$ cat src/rtl/spi_slv_ctrl_if.sv
// Register-bus interface between the SPI slave controller and the core.
//   bus_req   : request, held until ack or timeout
//   bus_we    : 1 = write, 0 = read
//   bus_addr  : word address
//   bus_wdata : write data
//   bus_rdata : read data, valid with bus_ack
//   bus_ack   : single-cycle completion
//   bus_err   : error qualifier, sampled with bus_ack
// master = controller side, slave = register-file side.
interface spi_slv_ctrl_if;
    logic        bus_req;
    logic        bus_we;
    logic [31:0] bus_addr;
    logic [31:0] bus_wdata;
    logic [31:0] bus_rdata;
    logic        bus_ack;
    logic        bus_err;

    modport master (
        output bus_req, bus_we, bus_addr, bus_wdata,
        input  bus_rdata, bus_ack, bus_err
    );

    modport slave (
        input  bus_req, bus_we, bus_addr, bus_wdata,
        output bus_rdata, bus_ack, bus_err
    );
endinterface

$ cat src/rtl/spi_slv_ctrl.sv
// SPI mode-0 slave that turns 89-bit host frames into single-word register
// bus reads/writes. SPI pins are oversampled in the clk domain.
// Frame (sck rises, MSB first):
//   1-8 instr | 9 gap | 10-41 addr |
//   read : 42-49 dummy, 50-81 data out, 82-89 status out
//   write: 42-73 data in, 74-81 dummy, 82-89 status out
// Ports:
//   clk, rst_n         : system clock, async active-low reset
//   sck, ss_n, mosi    : SPI inputs (asynchronous)
//   miso               : SPI data out, changes on sck falls
//   bus                : register-bus master (spi_slv_ctrl_if.master)
//   frame_done         : one-clk pulse after the 89th sck rise
module spi_slv_ctrl #(
    parameter int         TIMEOUT    = 16,
    parameter logic [3:0] STATUS_SIG = 4'hA
) (
    input  logic           clk,
    input  logic           rst_n,
    input  logic           sck,
    input  logic           ss_n,
    input  logic           mosi,
    output logic           miso,
    spi_slv_ctrl_if.master bus,
    output logic           frame_done
);

    localparam int TW = $clog2(TIMEOUT + 1);

    typedef enum logic [3:0] {
        IDLE, INSTR, GAP, ADDR, RD_DUMMY, RD_DATA, WR_DATA, WR_DUMMY, STATUS, DONE
    } state_t;

    state_t state, state_nx;

    // ---------------- input synchronizers + edge detect ----------------
    logic [1:0] sck_s, ss_s, mosi_s;
    logic       sck_d, ss_d;

    always_ff @(posedge clk or negedge rst_n) begin
        if (!rst_n) begin
            sck_s  <= 2'b00;
            ss_s   <= 2'b11;
            mosi_s <= 2'b00;
            sck_d  <= 1'b0;
            ss_d   <= 1'b1;
        end else begin
            sck_s  <= {sck_s[0], sck};
            ss_s   <= {ss_s[0], ss_n};
            mosi_s <= {mosi_s[0], mosi};
            sck_d  <= sck_s[1];
            ss_d   <= ss_s[1];
        end
    end

    logic sck_rise, sck_fall, ss_fall, ss_rise, mosi_b;
    assign sck_rise = sck_s[1] & ~sck_d;
    assign sck_fall = ~sck_s[1] & sck_d;
    assign ss_fall  = ~ss_s[1] & ss_d;
    assign ss_rise  = ss_s[1] & ~ss_d;
    assign mosi_b   = mosi_s[1];

    // ---------------- frame datapath state ----------------
    logic [6:0]    cnt;        // sck rises seen in this frame
    logic [30:0]   shreg;
    logic [31:0]   shift_in;
    logic [31:0]   addr_q, wdata_q, rd_word;
    logic          rd_q, inv_q, err_f, tmo_f;
    logic          start_pend, we_pend;
    logic          discard;    // outstanding request belongs to an aborted frame
    logic [TW-1:0] tmo_cnt;
    logic          bus_done, rd_pend, abort, out_bit;
    logic [7:0]    status;
    logic [4:0]    bidx;
    logic [2:0]    sidx;

    assign shift_in = {shreg, mosi_b};
    assign status   = {STATUS_SIG, 1'b0, inv_q, tmo_f, err_f};
    assign bus_done = bus.bus_req & (bus.bus_ack | (tmo_cnt == TW'(TIMEOUT - 1)));
    // This frame's read is not yet resolved on the bus.
    assign rd_pend  = start_pend | (bus.bus_req & ~discard);
    // First data-out fall: a read that is still outstanding is given up.
    assign abort    = (state == RD_DATA) && sck_fall && (cnt == 7'd49) && rd_pend;

    // ---------------- FSM ----------------
    always_ff @(posedge clk or negedge rst_n) begin
        if (!rst_n) state <= IDLE;
        else        state <= state_nx;
    end

    always_comb begin
        state_nx = state;
        if (state != IDLE && ss_rise) begin
            state_nx = IDLE;
        end else begin
            case (state)
                IDLE:     if (ss_fall)                     state_nx = INSTR;
                INSTR:    if (sck_rise && cnt == 7'd7)     state_nx = GAP;
                GAP:      if (sck_rise)                    state_nx = ADDR;
                ADDR:     if (sck_rise && cnt == 7'd40)    state_nx = rd_q ? RD_DUMMY : WR_DATA;
                RD_DUMMY: if (sck_rise && cnt == 7'd48)    state_nx = RD_DATA;
                RD_DATA:  if (sck_rise && cnt == 7'd80)    state_nx = STATUS;
                WR_DATA:  if (sck_rise && cnt == 7'd72)    state_nx = WR_DUMMY;
                WR_DUMMY: if (sck_rise && cnt == 7'd80)    state_nx = STATUS;
                STATUS:   if (sck_rise && cnt == 7'd88)    state_nx = DONE;
                DONE:     state_nx = DONE;
                default:  state_nx = IDLE;
            endcase
        end
    end

    // Next miso bit, selected by how many rises have already happened.
    always_comb begin
        out_bit = 1'b0;
        bidx    = 5'(7'd80 - cnt);
        sidx    = 3'(7'd88 - cnt);
        if (state == RD_DATA)     out_bit = rd_word[bidx] & ~rd_pend;
        else if (state == STATUS) out_bit = status[sidx];
    end

    // ---------------- datapath + bus master ----------------
    always_ff @(posedge clk or negedge rst_n) begin
        if (!rst_n) begin
            miso          <= 1'b0;
            frame_done    <= 1'b0;
            bus.bus_req   <= 1'b0;
            bus.bus_we    <= 1'b0;
            bus.bus_addr  <= '0;
            bus.bus_wdata <= '0;
            cnt           <= '0;
            shreg         <= '0;
            addr_q        <= '0;
            wdata_q       <= '0;
            rd_word       <= '0;
            rd_q          <= 1'b0;
            inv_q         <= 1'b0;
            err_f         <= 1'b0;
            tmo_f         <= 1'b0;
            start_pend    <= 1'b0;
            we_pend       <= 1'b0;
            discard       <= 1'b0;
            tmo_cnt       <= '0;
        end else begin
            frame_done <= 1'b0;

            // bus side: one request at a time, orphans drain before new issue
            if (bus.bus_req) begin
                tmo_cnt <= tmo_cnt + 1'b1;
                if (bus.bus_ack) begin
                    bus.bus_req <= 1'b0;
                    discard     <= 1'b0;
                    if (!discard && !abort) begin
                        if (bus.bus_err) err_f <= 1'b1;
                        if (!bus.bus_we) rd_word <= bus.bus_err ? 32'h0 : bus.bus_rdata;
                    end
                end else if (tmo_cnt == TW'(TIMEOUT - 1)) begin
                    bus.bus_req <= 1'b0;
                    discard     <= 1'b0;
                    if (!discard) tmo_f <= 1'b1;
                end
            end else if (start_pend) begin
                bus.bus_req   <= 1'b1;
                bus.bus_we    <= we_pend;
                bus.bus_addr  <= addr_q;
                bus.bus_wdata <= wdata_q;
                tmo_cnt       <= '0;
                start_pend    <= 1'b0;
            end

            // frame side (later assignments override the bus side)
            if (state == IDLE) begin
                miso <= 1'b0;
                if (ss_fall) begin
                    cnt        <= '0;
                    rd_q       <= 1'b0;
                    inv_q      <= 1'b0;
                    err_f      <= 1'b0;
                    tmo_f      <= 1'b0;
                    rd_word    <= '0;
                    start_pend <= 1'b0;
                end
            end else if (ss_rise) begin
                miso       <= 1'b0;
                inv_q      <= 1'b0;
                err_f      <= 1'b0;
                tmo_f      <= 1'b0;
                start_pend <= 1'b0;
                // a request still in flight (or issuing this cycle) is orphaned
                if ((bus.bus_req && !bus_done) || (!bus.bus_req && start_pend))
                    discard <= 1'b1;
            end else begin
                if (sck_rise && state != DONE) begin
                    shreg <= shift_in[30:0];
                    cnt   <= cnt + 7'd1;
                    case (cnt)
                        7'd7: begin
                            rd_q  <= (shift_in[7:0] == 8'h01);
                            inv_q <= (shift_in[7:0] >  8'h01);
                        end
                        7'd40: begin
                            addr_q <= shift_in;
                            if (rd_q) begin
                                start_pend <= 1'b1;
                                we_pend    <= 1'b0;
                            end
                        end
                        7'd72: begin
                            if (!rd_q && !inv_q) begin
                                wdata_q    <= shift_in;
                                start_pend <= 1'b1;
                                we_pend    <= 1'b1;
                            end
                        end
                        7'd88: frame_done <= 1'b1;
                        default: ;
                    endcase
                end
                if (sck_fall) miso <= out_bit;
                if (abort) begin
                    if (!(bus.bus_req && discard)) bus.bus_req <= 1'b0;
                    start_pend <= 1'b0;
                    tmo_f      <= 1'b1;
                    rd_word    <= '0;
                end
            end
        end
    end

endmodule

$ cat src/flat_wrapper.sv
// flat-port wrapper written by rule: the top's interface ports become plain ports
module spi_slv_ctrl_flat 
#(
    parameter int         TIMEOUT    = 16,
    parameter logic [3:0] STATUS_SIG = 4'hA
)
  (clk, rst_n, sck, ss_n, mosi, miso, frame_done, bus_bus_req, bus_bus_we, bus_bus_addr, bus_bus_wdata, bus_bus_rdata, bus_bus_ack, bus_bus_err);
  spi_slv_ctrl_if bus_i ();
  input  logic clk;
  input  logic rst_n;
  input  logic sck;
  input  logic ss_n;
  input  logic mosi;
  output logic miso;
  output logic frame_done;
  output wire logic [$bits(bus_i.bus_req)-1:0] bus_bus_req;
  output wire logic [$bits(bus_i.bus_we)-1:0] bus_bus_we;
  output wire logic [$bits(bus_i.bus_addr)-1:0] bus_bus_addr;
  output wire logic [$bits(bus_i.bus_wdata)-1:0] bus_bus_wdata;
  input wire logic [$bits(bus_i.bus_rdata)-1:0] bus_bus_rdata;
  input wire logic [$bits(bus_i.bus_ack)-1:0] bus_bus_ack;
  input wire logic [$bits(bus_i.bus_err)-1:0] bus_bus_err;
  assign bus_bus_req = bus_i.bus_req;
  assign bus_bus_we = bus_i.bus_we;
  assign bus_bus_addr = bus_i.bus_addr;
  assign bus_bus_wdata = bus_i.bus_wdata;
  assign bus_i.bus_rdata = bus_bus_rdata;
  assign bus_i.bus_ack = bus_bus_ack;
  assign bus_i.bus_err = bus_bus_err;
  spi_slv_ctrl #(.TIMEOUT(TIMEOUT), .STATUS_SIG(STATUS_SIG)) u_core (.clk(clk), .rst_n(rst_n), .sck(sck), .ss_n(ss_n), .mosi(mosi), .miso(miso), .bus(bus_i), .frame_done(frame_done));
endmodule
$ cat config.mk
export PLATFORM = sky130hd
export DESIGN_NAME = spi_slv_ctrl_flat
export DESIGN_NICKNAME = d
export VERILOG_FILES = /design/src/rtl/spi_slv_ctrl_if.sv /design/src/rtl/spi_slv_ctrl.sv /design/src/flat_wrapper.sv
export SDC_FILE = /design/constraint.sdc
export NUM_CORES = 1
export LEC_CHECK = 0
export ABC_CLOCK_PERIOD_IN_PS = 3050
export BUFFER_PORTS_ARGS = -buffer_cell sky130_fd_sc_hd__buf_4
export CAP_MARGIN = 20
export CORE_MARGIN = 2
export CORE_UTILIZATION = 55
export CTS_CLUSTER_SIZE = 10
export DETAILED_ROUTE_END_ITERATION = 10
export GPL_TIMING_DRIVEN = 0
export PLACE_DENSITY_LB_ADDON = 0.12
export SETUP_SLACK_MARGIN = 0.4
export SYNTH_ARGS = -nofsm -noshare
export SYNTH_HDL_FRONTEND = slang
export SYNTH_SLANG_ARGS = --single-unit
$ cat constraint.sdc
create_clock -name clk -period 3.05 [get_ports clk]
set_input_delay 0 -clock clk [delete_from_list [all_inputs] [get_ports clk]]
set_output_delay 0 -clock clk [all_outputs]
set_load 0.01 [all_outputs]
==> metrics.txt <==
# TYPE chip_impl_metric gauge
chip_impl_metric{name="final_hold_viol_count",unit=""} 0
chip_impl_metric{name="nets",unit=""} 1133
chip_impl_metric{name="drtPass1Iterations",unit=""} 5
chip_impl_metric{name="tns",unit="ns"} 0
chip_impl_metric{name="powerDensity",unit="mW/mm2"} 574
chip_impl_metric{name="synth_area",unit="mm2"} 0.00981
chip_impl_info{name="end_kind",value="flop"} 1
chip_impl_metric{name="clkSinkCount",unit=""} 226
chip_impl_metric{name="clk_pin_slew",unit="ns"} 0.06
chip_impl_metric{name="slew-limit-headroom",unit=""} 0.449
chip_impl_info{name="criticalPathCategory",value="reg2reg"} 1
chip_impl_metric{name="grt_max_degree",unit=""} 115
chip_impl_metric{name="count_of_different_cell_masters_after_synthesis",unit=""} 69
chip_impl_metric{name="dp_cells",unit=""} 1244
chip_impl_metric{name="max-vdd-ir-drop",unit="V"} 0.000422
chip_impl_metric{name="row_count",unit=""} 48
chip_impl_metric{name="timing.critical_path.depth",unit=""} 10
chip_impl_metric{name="setup_violations",unit=""} 0
chip_impl_info{name="worstSetupStartpointType",value="flop"} 1
chip_impl_metric{name="instances_no_fill",unit=""} 1322
chip_impl_info{name="postSynth.topFlopCell",value="sky130_fd_sc_hd__dfrtp_1"} 1
chip_impl_metric{name="io_buffers",unit=""} 106
chip_impl_info{name="min_path_type",value="in2async"} 1
chip_impl_metric{name="ys_seq_elements",unit=""} 226
chip_impl_metric{name="critPathMaxFanout",unit=""} 10
chip_impl_metric{name="place.detailed.hpwl",unit="um"} 14200
chip_impl_metric{name="ys_warn_count",unit=""} 0
chip_impl_metric{name="yosysSeqAreaShare",unit=""} 0.577
chip_impl_metric{name="grt_antenna_before_repair",unit=""} 0
chip_impl_metric{name="initialDrtViolationCount",unit=""} 459
chip_impl_metric{name="globalplace.congestion",unit=""} 0.884
chip_impl_metric{name="die_h",unit="um"} 138
chip_impl_metric{name="routed_wire_length_per_instance",unit="um"} 16.1
chip_impl_metric{name="crit_path_max_incr_delay",unit="ns"} 0.39
chip_impl_metric{name="clock-skew-final",unit="ns"} 0.00881
chip_impl_info{name="status",value="completed"} 1
chip_impl_metric{name="critical_path_buf_inv_count",unit=""} 4
chip_impl_metric{name="finalMaxSlewViolations",unit=""} 0
chip_impl_info{name="cts_tree",value="built"} 1
chip_impl_metric{name="fmax",unit="GHz"} 0.398
chip_impl_metric{name="clock_latency",unit="ns"} 0.52
chip_impl_metric{name="synth-async-reset-ratio",unit=""} 1.00
chip_impl_metric{name="yosys.area.top_type_share",unit=""} 0.569
chip_impl_metric{name="worst-r2r-setup-slack",unit="ns"} 0.54
chip_impl_metric{name="seqCellArea",unit="mm2"} 0.00566
chip_impl_metric{name="track_usage",unit=""} 0.233
chip_impl_metric{name="period_minus_slack",unit="ns"} 2.51
chip_impl_metric{name="multi_input_gate_area",unit="mm2"} 0.00385
chip_impl_metric{name="critical_path_required",unit="ns"} 3.44
chip_impl_metric{name="synth-edff-count",unit=""} 0
chip_impl_metric{name="grt_pass1_wl",unit="um"} 35100
chip_impl_metric{name="fillers",unit=""} 1288
chip_impl_metric{name="globalRouteOverflowTotal",unit=""} 0
chip_impl_metric{name="totalWireLength",unit="um"} 21300
chip_impl_metric{name="cts-buffers-inserted",unit=""} 26
chip_impl_metric{name="worstRegToRegCells",unit=""} 10
chip_impl_metric{name="syn-mean-instance-area",unit="um2"} 10.8
chip_impl_metric{name="postSynthCellCount",unit=""} 912
chip_impl_metric{name="post_route_cells_drive_above_1_share",unit=""} 0.236
chip_impl_metric{name="period_share",unit=""} 0.823
chip_impl_info{name="cp_top_family",value="simple AND/OR/NAND/NOR gates"} 1
chip_impl_metric{name="synth.net_count",unit=""} 956
chip_impl_metric{name="grt_pass1_vias",unit=""} 7082
chip_impl_metric{name="post-route-drc-count",unit=""} 0
chip_impl_info{name="slowest_cell_on_crit_path",value="sky130_fd_sc_hd__dfrtp_1"} 1
chip_impl_metric{name="critical_path_arrival",unit="ns"} 2.90
chip_impl_metric{name="ios",unit=""} 107
chip_impl_metric{name="static-leakage-power",unit="nW"} 6.27
chip_impl_info{name="worstSetupStartpoint",value="u_core.cnt[0]$_DFFE_PN0P_"} 1
chip_impl_info{name="cts-root-buf",value="sky130_fd_sc_hd__clkbuf_16"} 1
chip_impl_info{name="crit-reg2reg-capture",value="u_core.wdata_q[14]$_DFFE_PN0P_"} 1
chip_impl_info{name="timing.rr.start",value="u_core.cnt[0]$_DFFE_PN0P_"} 1
chip_impl_metric{name="detailedPlace.worstSlack",unit="ns"} 0.243
chip_impl_info{name="critical-path-top-cell-by-count",value="sky130_fd_sc_hd__buf_6"} 1
chip_impl_metric{name="placedInstanceArea",unit="mm2"} 0.0109
chip_impl_metric{name="hold_ws",unit="ns"} 0.145
chip_impl_info{name="synth_largest_area_cell",value="sky130_fd_sc_hd__dfrtp_1"} 1
chip_impl_info{name="synth_top_cells_by_area",value="sky130_fd_sc_hd__dfrtp_1 57%, sky130_fd_sc_hd__nand2_1 12%, sky130_fd_sc_hd__mux2_4 4.4%, sky130_fd_sc_hd__mux2_2 4.2%, sky130_fd_sc_hd__nand3b_1 2.5%"} 1
chip_impl_metric{name="timing_worst_slew_pin_value",unit="ns"} 0.826
chip_impl_metric{name="core-area",unit="mm2"} 0.0174
chip_impl_info{name="setup_repair_after_global_routing_missed_its_margin",value="true"} 1
chip_impl_metric{name="num_vias",unit=""} 7088
chip_impl_metric{name="route.detailed.vias_per_inst",unit=""} 5.36
chip_impl_metric{name="cts_max_level",unit=""} 1
chip_impl_info{name="critical_path.endpoint",value="u_core.wdata_q[14]$_DFFE_PN0P_"} 1
chip_impl_info{name="timing.critical_path.cells",value="buf_2, buf_6, inv_1, ha_1, and2b_1, nand3b_1, nor2_4, nand2_2, buf_6, mux2_4"} 1
chip_impl_metric{name="starting_density_of_the_core",unit=""} 0.565
chip_impl_metric{name="synthToLayoutAreaGrowth",unit="%"} 22.9
chip_impl_metric{name="final_design_area_no_fill",unit="mm2"} 0.0121
chip_impl_metric{name="cap_violations",unit=""} 0
chip_impl_metric{name="dieArea",unit="mm2"} 0.0189
chip_impl_metric{name="clockBufferDepth",unit=""} 3
chip_impl_metric{name="post_route_worst_setup_slack",unit="ns"} 0.540
chip_impl_metric{name="floorplan.die.width",unit="um"} 138
chip_impl_metric{name="diodes",unit=""} 0
chip_impl_metric{name="postRouteAntennaNets",unit=""} 0
-- sequential cells by signal (all words and copies together), names as in the netlist, 4 cells and up --
| signal | cells |
|---|---|
| u_core.tmo_cnt | 5 |
| u_core.cnt | 7 |
| u_core.addr_q | 32 |
| u_core.bus.bus_addr | 32 |
| u_core.bus.bus_wdata | 32 |
| u_core.wdata_q | 32 |
| u_core.shreg | 31 |
| u_core.state | 4 |
| u_core.rd_word | 32 |
-- Yosys cell counts (all sizes together), types with 6 or more instances --
library cell  instances
nand3b               33
nor3                  9
clkbuf               20
nand3                 9
a21oi                42
nor2                 15
nand2               327
a31oi                 7
dfrtp               223
mux2                 68
mux4                  8
buf                  33
o21ai                15
xor2                  9
nand2b               10
nor2b                 6
and3                  7
-- cell type report --
cell class | count | area share
Buffer | 53 | 0.0242
Clock buffer | 34 | 0.0565
Clock inverter | 2 | 0.00177
Inverter | 5 | 0.00156
Multi-Input combinational cell | 628 | 0.320
Sequential cell | 226 | 0.470
Tap cell | 225 | 0.0234
Timing Repair Buffer | 149 | 0.103
-- metal layers --
metal | global-route usage | part of all wire | vias up
li1 | - | - | 3403
met1 | 0.322 | 0.45 | 3473
met2 | 0.394 | 0.49 | 179
met3 | 0.0346 | 0.044 | 33
met4 | 0.0504 | 0.016 | 0
met5 | 0 | 0 | -
-- worst register-to-register path, delay by kind of cell, from the launching register on --
| kind | cells | cell delay (ns) |
|---|---|---|
| flops | 1 | 0.39 |
| fa+ha+maj | 1 | 0.26 |
| buf+inv | 4 | 0.64 |
| mux | 1 | 0.31 |
| simple gates | 4 | 0.79 |
-- kinds of logic (layout without fill, tap and decap cells) --
group,count (synthesis),count (layout),share of synthesized area
XOR/XNOR,11,11,0.00982
AO/OA/AOI/OAI,88,88,0.0556
AND/OR/NAND/NOR,444,444,0.208
flip-flops,226,226,0.577
buffers and inverters,58,243,0.0313
adder cells (fa/ha/maj),5,5,0.00638
multiplexers,80,80,0.112
-- stage by stage --
step / utilization / total power (W)
final: 0.694 / 0.00692
after global routing: 0.694 / 0.00720
after CTS: 0.693 / 0.00695
after detailed placement: 0.629 / 0.00426
after global placement: 0.627 / 0.00425
after floorplan: - / 0.00392
-- where the power goes --
| group | internal, W | switching [W] | leakage, nW |
|---|---|---|---|
| registers | 0.00308 | 0.000101 | 3.13 |
| clock network | 0.00154 | 0.00111 | 0.341 |
| logic | 0.000425 | 0.000665 | 2.80 |
-- how the worst min path moves through the flow --
stage           from                             endpoint  slack (ns)  depth (start not counted)
6_report       rst_n  u_core.bus.bus_wdata[7]$_DFFE_PN0P_        0.14                          2
5_1_grt         mosi           u_core.mosi_s[0]$_DFF_PN0_        0.15                          2
4_1_cts          sck            u_core.sck_s[0]$_DFF_PN0_        0.13                          2
3_5_place_dp     sck            u_core.sck_s[0]$_DFF_PN0_        0.11                          1
3_3_place_gp    ss_n             u_core.ss_s[0]$_DFF_PN1_        0.11                          1
2_1_floorplan  rst_n         u_core.addr_q[0]$_DFFE_PN0P_       -0.30                          0
-- cell usage in the layout, fill, tap and decap left out, drive strengths merged, types with 8 or more instances in the layout --
master	n
nor2	15
buf	142
nand3b	33
clkbuf	54
xor2	9
mux2	68
nand2	327
a21oi	42
dlygate4sd3	40
nand2b	10
mux4	8
nor3	9
dfrtp	223
nand3	9
o21ai	15
-- what timing repair did --
item                       in CTS  in global routing
hold endpoints to repair      151                  0
pin swaps                       0                  1
setup endpoints to repair       1                  7
buffers inserted                0                  2
hold buffers                   40                  0
gates resized for setup         1                  5
Power figures use the tool's default switching activity.
